### config.mk
export PLATFORM = sky130hd
export DESIGN_NAME = fetch_stage
export DESIGN_NICKNAME = d
export VERILOG_FILES = /design/src/rtl/fetch_stage.sv
export SDC_FILE = /design/constraint.sdc
export NUM_CORES = 1
export LEC_CHECK = 0
export ABC_AREA = 1
export CAP_MARGIN = 10
export CELL_PAD_IN_SITES_DETAIL_PLACEMENT = 0
export CELL_PAD_IN_SITES_GLOBAL_PLACEMENT = 2
export CORE_ASPECT_RATIO = 1.2
export CORE_MARGIN = 2
export CORE_UTILIZATION = 26
export CTS_BUF_LIST = sky130_fd_sc_hd__clkbuf_16
export CTS_CLUSTER_DIAMETER = 50
export DETAILED_ROUTE_END_ITERATION = 8
export GPL_TIMING_DRIVEN = 0
export PLACE_DENSITY_LB_ADDON = 0.08
export SYNTH_ARGS = -nofsm -noshare
export SYNTH_HDL_FRONTEND = slang
export SYNTH_SLANG_ARGS = --single-unit
### constraint.sdc
create_clock -name Clk -period 2.77 [get_ports Clk]
set_input_delay 0.831 -clock Clk [delete_from_list [all_inputs] [get_ports Clk]]
set_output_delay 0.831 -clock Clk [all_outputs]
set_load 0.01 [all_outputs]
### src/rtl/fetch_stage.sv
// rtl/fetch_stage.sv - instruction fetch: PC register, next-PC select, IF/ID register, debug counters
module fetch_stage #(
   parameter logic [31:0] RESET_PC = 32'h0000_0000,
   parameter int          CNT_W    = 16
) (
   input  logic             Clk,
   input  logic             Reset,
   input  logic             PCWrite,
   input  logic             IF_ID_Write,
   input  logic             IF_ID_flush,
   input  logic             branch,
   input  logic             jump,
   input  logic             jumpReg,
   input  logic [31:0]      BranchTarget,
   input  logic [31:0]      JumpTarget,
   input  logic [31:0]      JumpRegTarget,
   input  logic [31:0]      Instruction_in,
   input  logic             CountClear,
   output logic [31:0]      PC_out,
   output logic [31:0]      IF_ID_Instruction,
   output logic [31:0]      IF_ID_PCPlus4,
   output logic             IF_ID_Valid,
   output logic [CNT_W-1:0] StallCount,
   output logic [CNT_W-1:0] FlushCount
);

   localparam logic [31:0]      ALIGN_MASK = 32'hFFFF_FFFC;
   localparam logic [31:0]      PC_INIT    = RESET_PC & ALIGN_MASK;
   localparam logic [CNT_W-1:0] CNT_MAX    = '1;
   localparam logic [CNT_W-1:0] CNT_ONE    = {{(CNT_W-1){1'b0}}, 1'b1};

   typedef enum logic {
      ST_BOOT = 1'b0,
      ST_RUN  = 1'b1
   } state_t;

   state_t      state_q;
   state_t      state_d;
   logic        run;

   logic [31:0] pc_q;
   logic [31:0] pc_plus4;
   logic [31:0] pc_sel;
   logic [31:0] next_pc;
   logic        stall_cycle;

   // BOOT lasts one cycle after reset release, then RUN until the next reset
   always_ff @(posedge Clk or negedge Reset) begin
      if (!Reset) begin
         state_q <= ST_BOOT;
      end else begin
         state_q <= state_d;
      end
   end

   // next-state and the run qualifier that gates every other state update
   always_comb begin
      state_d = state_q;
      run     = 1'b0;
      case (state_q)
         ST_BOOT: begin
            state_d = ST_RUN;
         end
         ST_RUN: begin
            run = 1'b1;
         end
         default: begin
            state_d = ST_BOOT;
         end
      endcase
   end

   // next-PC select: jumpReg > jump > branch > sequential; low two bits always cleared
   always_comb begin
      pc_plus4 = pc_q + 32'd4;
      if (jumpReg) begin
         pc_sel = JumpRegTarget;
      end else if (jump) begin
         pc_sel = JumpTarget;
      end else if (branch) begin
         pc_sel = BranchTarget;
      end else begin
         pc_sel = pc_plus4;
      end
      next_pc     = pc_sel & ALIGN_MASK;
      stall_cycle = !PCWrite && !IF_ID_Write && !IF_ID_flush;
   end

   // PC register; redirects seen while PCWrite=0 are dropped, the hazard unit re-presents them
   always_ff @(posedge Clk or negedge Reset) begin
      if (!Reset) begin
         pc_q <= PC_INIT;
      end else if (run && PCWrite) begin
         pc_q <= next_pc;
      end
   end

   assign PC_out = pc_q;

   // IF/ID register: flush beats write beats hold
   always_ff @(posedge Clk or negedge Reset) begin
      if (!Reset) begin
         IF_ID_Instruction <= 32'h0;
         IF_ID_PCPlus4     <= 32'h0;
         IF_ID_Valid       <= 1'b0;
      end else if (run) begin
         if (IF_ID_flush) begin
            IF_ID_Instruction <= 32'h0;
            IF_ID_PCPlus4     <= 32'h0;
            IF_ID_Valid       <= 1'b0;
         end else if (IF_ID_Write) begin
            IF_ID_Instruction <= Instruction_in;
            IF_ID_PCPlus4     <= pc_plus4;
            IF_ID_Valid       <= 1'b1;
         end
      end
   end

   // saturating stall/flush counters; clear wins over a same-cycle increment
   always_ff @(posedge Clk or negedge Reset) begin
      if (!Reset) begin
         StallCount <= '0;
         FlushCount <= '0;
      end else if (run) begin
         if (CountClear) begin
            StallCount <= '0;
            FlushCount <= '0;
         end else begin
            if (stall_cycle && (StallCount != CNT_MAX)) begin
               StallCount <= StallCount + CNT_ONE;
            end
            if (IF_ID_flush && (FlushCount != CNT_MAX)) begin
               FlushCount <= FlushCount + CNT_ONE;
            end
         end
      end
   end

endmodule

==> impl_metrics.json <==
{
  "powerDensity_nw_per_um2": 549,
  "clock_path_buffers": 2,
  "period_share_pct": 93.5,
  "cp-start-kind": "input port",
  "numCtsBuffers": 17,
  "dr.pass1.iters": 4,
  "dp_hpwl_um": 23200,
  "ys_seq_area_share_pct": 43.6,
  "route.met3.wl_um": 1240,
  "dp.cells": 1592,
  "routedWlPerCell_um": 18.5,
  "synth_area_leaders": "dfrtp_1 (44%), nand2_1 (16%), nor2_1 (9.2%), a22o_1 (5.3%), nand3_1 (3.7%)",
  "syn_area_per_cell_um2": 7.27,
  "hold_class": "in -> async",
  "worstMarginPinSlew_ns": 0.786,
  "cts.clk_slew.worst_paths_ns": 0.06,
  "initial_core_util_pct": 26.5,
  "dr.max_layer_used": "met4",
  "cts-root-buf": "clkbuf_16",
  "rsz0062_at_grt": "no",
  "period_minus_slack_ns": 2.59,
  "run_status": "complete, no violations",
  "crit_path_end_kind": "register",
  "detail_route.wirelength_um": 30000,
  "yosysTopAreaCell": "dfrtp_1",
  "setup.worst_path.class": "in -> reg",
  "vias_per_cell": 4.56,
  "cap_violations": 0,
  "ys_ff_latch": 126,
  "antenna_found_initial": 1,
  "final.setup_skew_ns": 0.0102,
  "final_cells": 1624,
  "m1WireLength_um": 12300,
  "worst_r2r_path_depth": 8,
  "portBuffers": 254,
  "placed_cell_area_um2": 10200,
  "hold_violations": 0,
  "slew_headroom_pct": 47.6,
  "drv_slew": 0,
  "setup_viol": 0,
  "cts_sinks": 126,
  "worstPathCellList": "clkdlybuf4s50_1, o21ai_2, inv_2, nand2_1, buf_2, buf_4, a21oi_1, a21o_1",
  "grt_pass1_wl_um": 45600,
  "io_pins": 266,
  "grt_max_degree": 86,
  "ant_nets": 0,
  "synth_area_um2": 7230,
  "grtUsageTotal_pct": 20.9,
  "wl_met2_um": 16000,
  "syn_inst": 994,
  "cp_max_fo": 10,
  "cp.required_ns": 3.08,
  "hold_buffers": 0,
  "cp_slowest_cell": "o21ai_2",
  "leakagePower_nw": 4.82,
  "fp.dieW_um": 156,
  "slowest_delay_ns": 0.61,
  "grt_pass1_vias": 7658,
  "via_count": 7411,
  "p_total_mw": 5.94,
  "cts_htree_levels": 4,
  "max_freq_mhz": 386,
  "gp_congestion": 0.840,
  "critPathBufInv": 4,
  "synth_top_area_share_pct": 43.6,
  "postCtsSetupRepairBufs": 0,
  "drcViolationCount": 0,
  "nFillCells": 2891,
  "cpLargestDelayFamily": "buffers and inverters",
  "yosys_warnings": 0,
  "drt_iter0_markers": 308,
  "grt_overflow": 0,
  "die_y_um": 187,
  "rows": 66,
  "core_area_um2": 27300,
  "crit_arrival_ns": 2.91,
  "area_growth_syn_to_layout_pct": 49.8,
  "crit_cells": 8,
  "nets": 1411,
  "ir_worst_vdd_uv": 303,
  "cts_tree": "built",
  "yosysUniqueCellTypes": 34,
  "drive_gt1_share_pct": 5.38,
  "finalInstanceArea_um2": 10800,
  "cts_resized": 0,
  "dieArea_um2": 29200,
  "clock_latency_ns": 0.43
}
==> stage by stage <==
step | setup TNS (ns) | utilization (%) | setup slack, ns | hold slack, ns
2_1_floorplan | 0 | - | 0.907 | 0.516
3_3_place_gp | -625.22 | 37.5 | -4.89 | 0.459
3_5_place_dp | -7.83 | 37.6 | -0.295 | 0.466
4_1_cts | 0 | 39.7 | 0.159 | 0.321
5_1_grt | 0 | 39.8 | 0.0525 | 0.331
6_report | 0 | 39.8 | 0.179 | 0.316
==> sequential cells by signal (all words and copies together) (netlist names) <==
name / cells
PC_out: 30
state_q: 1
StallCount: 16
IF_ID_Instruction: 32
IF_ID_Valid: 1
FlushCount: 16
IF_ID_PCPlus4: 30
==> path summary, 6_finish.rpt <==
kind / slack (ns) / from / end
max reg2reg: 0.67 / PC_out[2] / IF_ID_PCPlus4[18]
max in group asynchronous: 1.62 / Reset / IF_ID_PCPlus4[31]
min in group Clk: 0.47 / IF_ID_PCPlus4[29] / IF_ID_PCPlus4[29]
min reg2reg: 0.47 / IF_ID_PCPlus4[29] / IF_ID_PCPlus4[29]
max: 0.18 / IF_ID_flush / IF_ID_PCPlus4[30]
min: 0.32 / Reset / FlushCount[8]
==> power breakdown <==
| group | internal, mW | switching [mW] |
|---|---|---|
| combinational | 0.707 | 0.664 |
| clock | 1.41 | 0.937 |
| sequential | 2.02 | 0.199 |
==> cell families (layout without fill, tap and decap cells) <==
logic type	after synthesis	after routing	synth area share, %
simple gates	561	561	30.9
compound gates	168	168	15.0
flops	126	126	43.6
buf+inv	102	388	6.01
xor+xnor	32	32	3.88
fa+ha+maj	3	3	0.519
other cells	2	6	0.104
==> layer usage <==
metal / up-vias / track usage [%]
li1: 3757 / -
met1: 3476 / 24.6
met2: 155 / 38.5
met3: 23 / 4.27
met4: 0 / 5.43
met5: - / 0
==> layout make-up <==
class / count / area, µm² / area share [%]
clock inverters: 14 / 168 / 1.55
repair buffers: 255 / 2570 / 23.7
multi-input cells: 769 / 3650 / 33.7
diodes: 1 / 2.50 / 0.0231
inverters: 54 / 205 / 1.89
well taps: 340 / 425 / 3.93
plain buffers: 48 / 229 / 2.11
flip-flops and latches: 126 / 3150 / 29.1
clock buffers: 17 / 425 / 3.93
==> placed cells by master (no fill, tap or decap), types with 5 or more instances in the layout <==
master           instances
nand2_1                307
clkdlybuf4s50_1        253
nor2_1                 177
dfrtp_1                126
nand3_1                 53
inv_1                   49
a21oi_1                 47
o21ai_0                 46
a22o_1                  44
clkbuf_1                32
xor2_1                  20
clkbuf_16               17
a21o_1                  15
xnor2_1                 12
buf_4                    7
buf_2                    6
nor3_1                   5
o21ai_1                  5
nand2_2                  5
nor2_2                   5
o211ai_1                 5
conb_1                   5
==> Yosys cell counts, drive strengths merged <==
cell type	n
nand2	312
nor2	183
dfrtp	126
inv	54
o21ai	54
nand3	53
a21oi	47
a22o	44
clkbuf	32
xor2	20
buf	16
a21o	15
xnor2	12
nor3	5
o211ai	5
ha	3
nand4	3
or2	3
conb	2
a21boi	1
and2	1
nand3b	1
o22ai	1
o31ai	1
(Power assumes the default switching activity.)
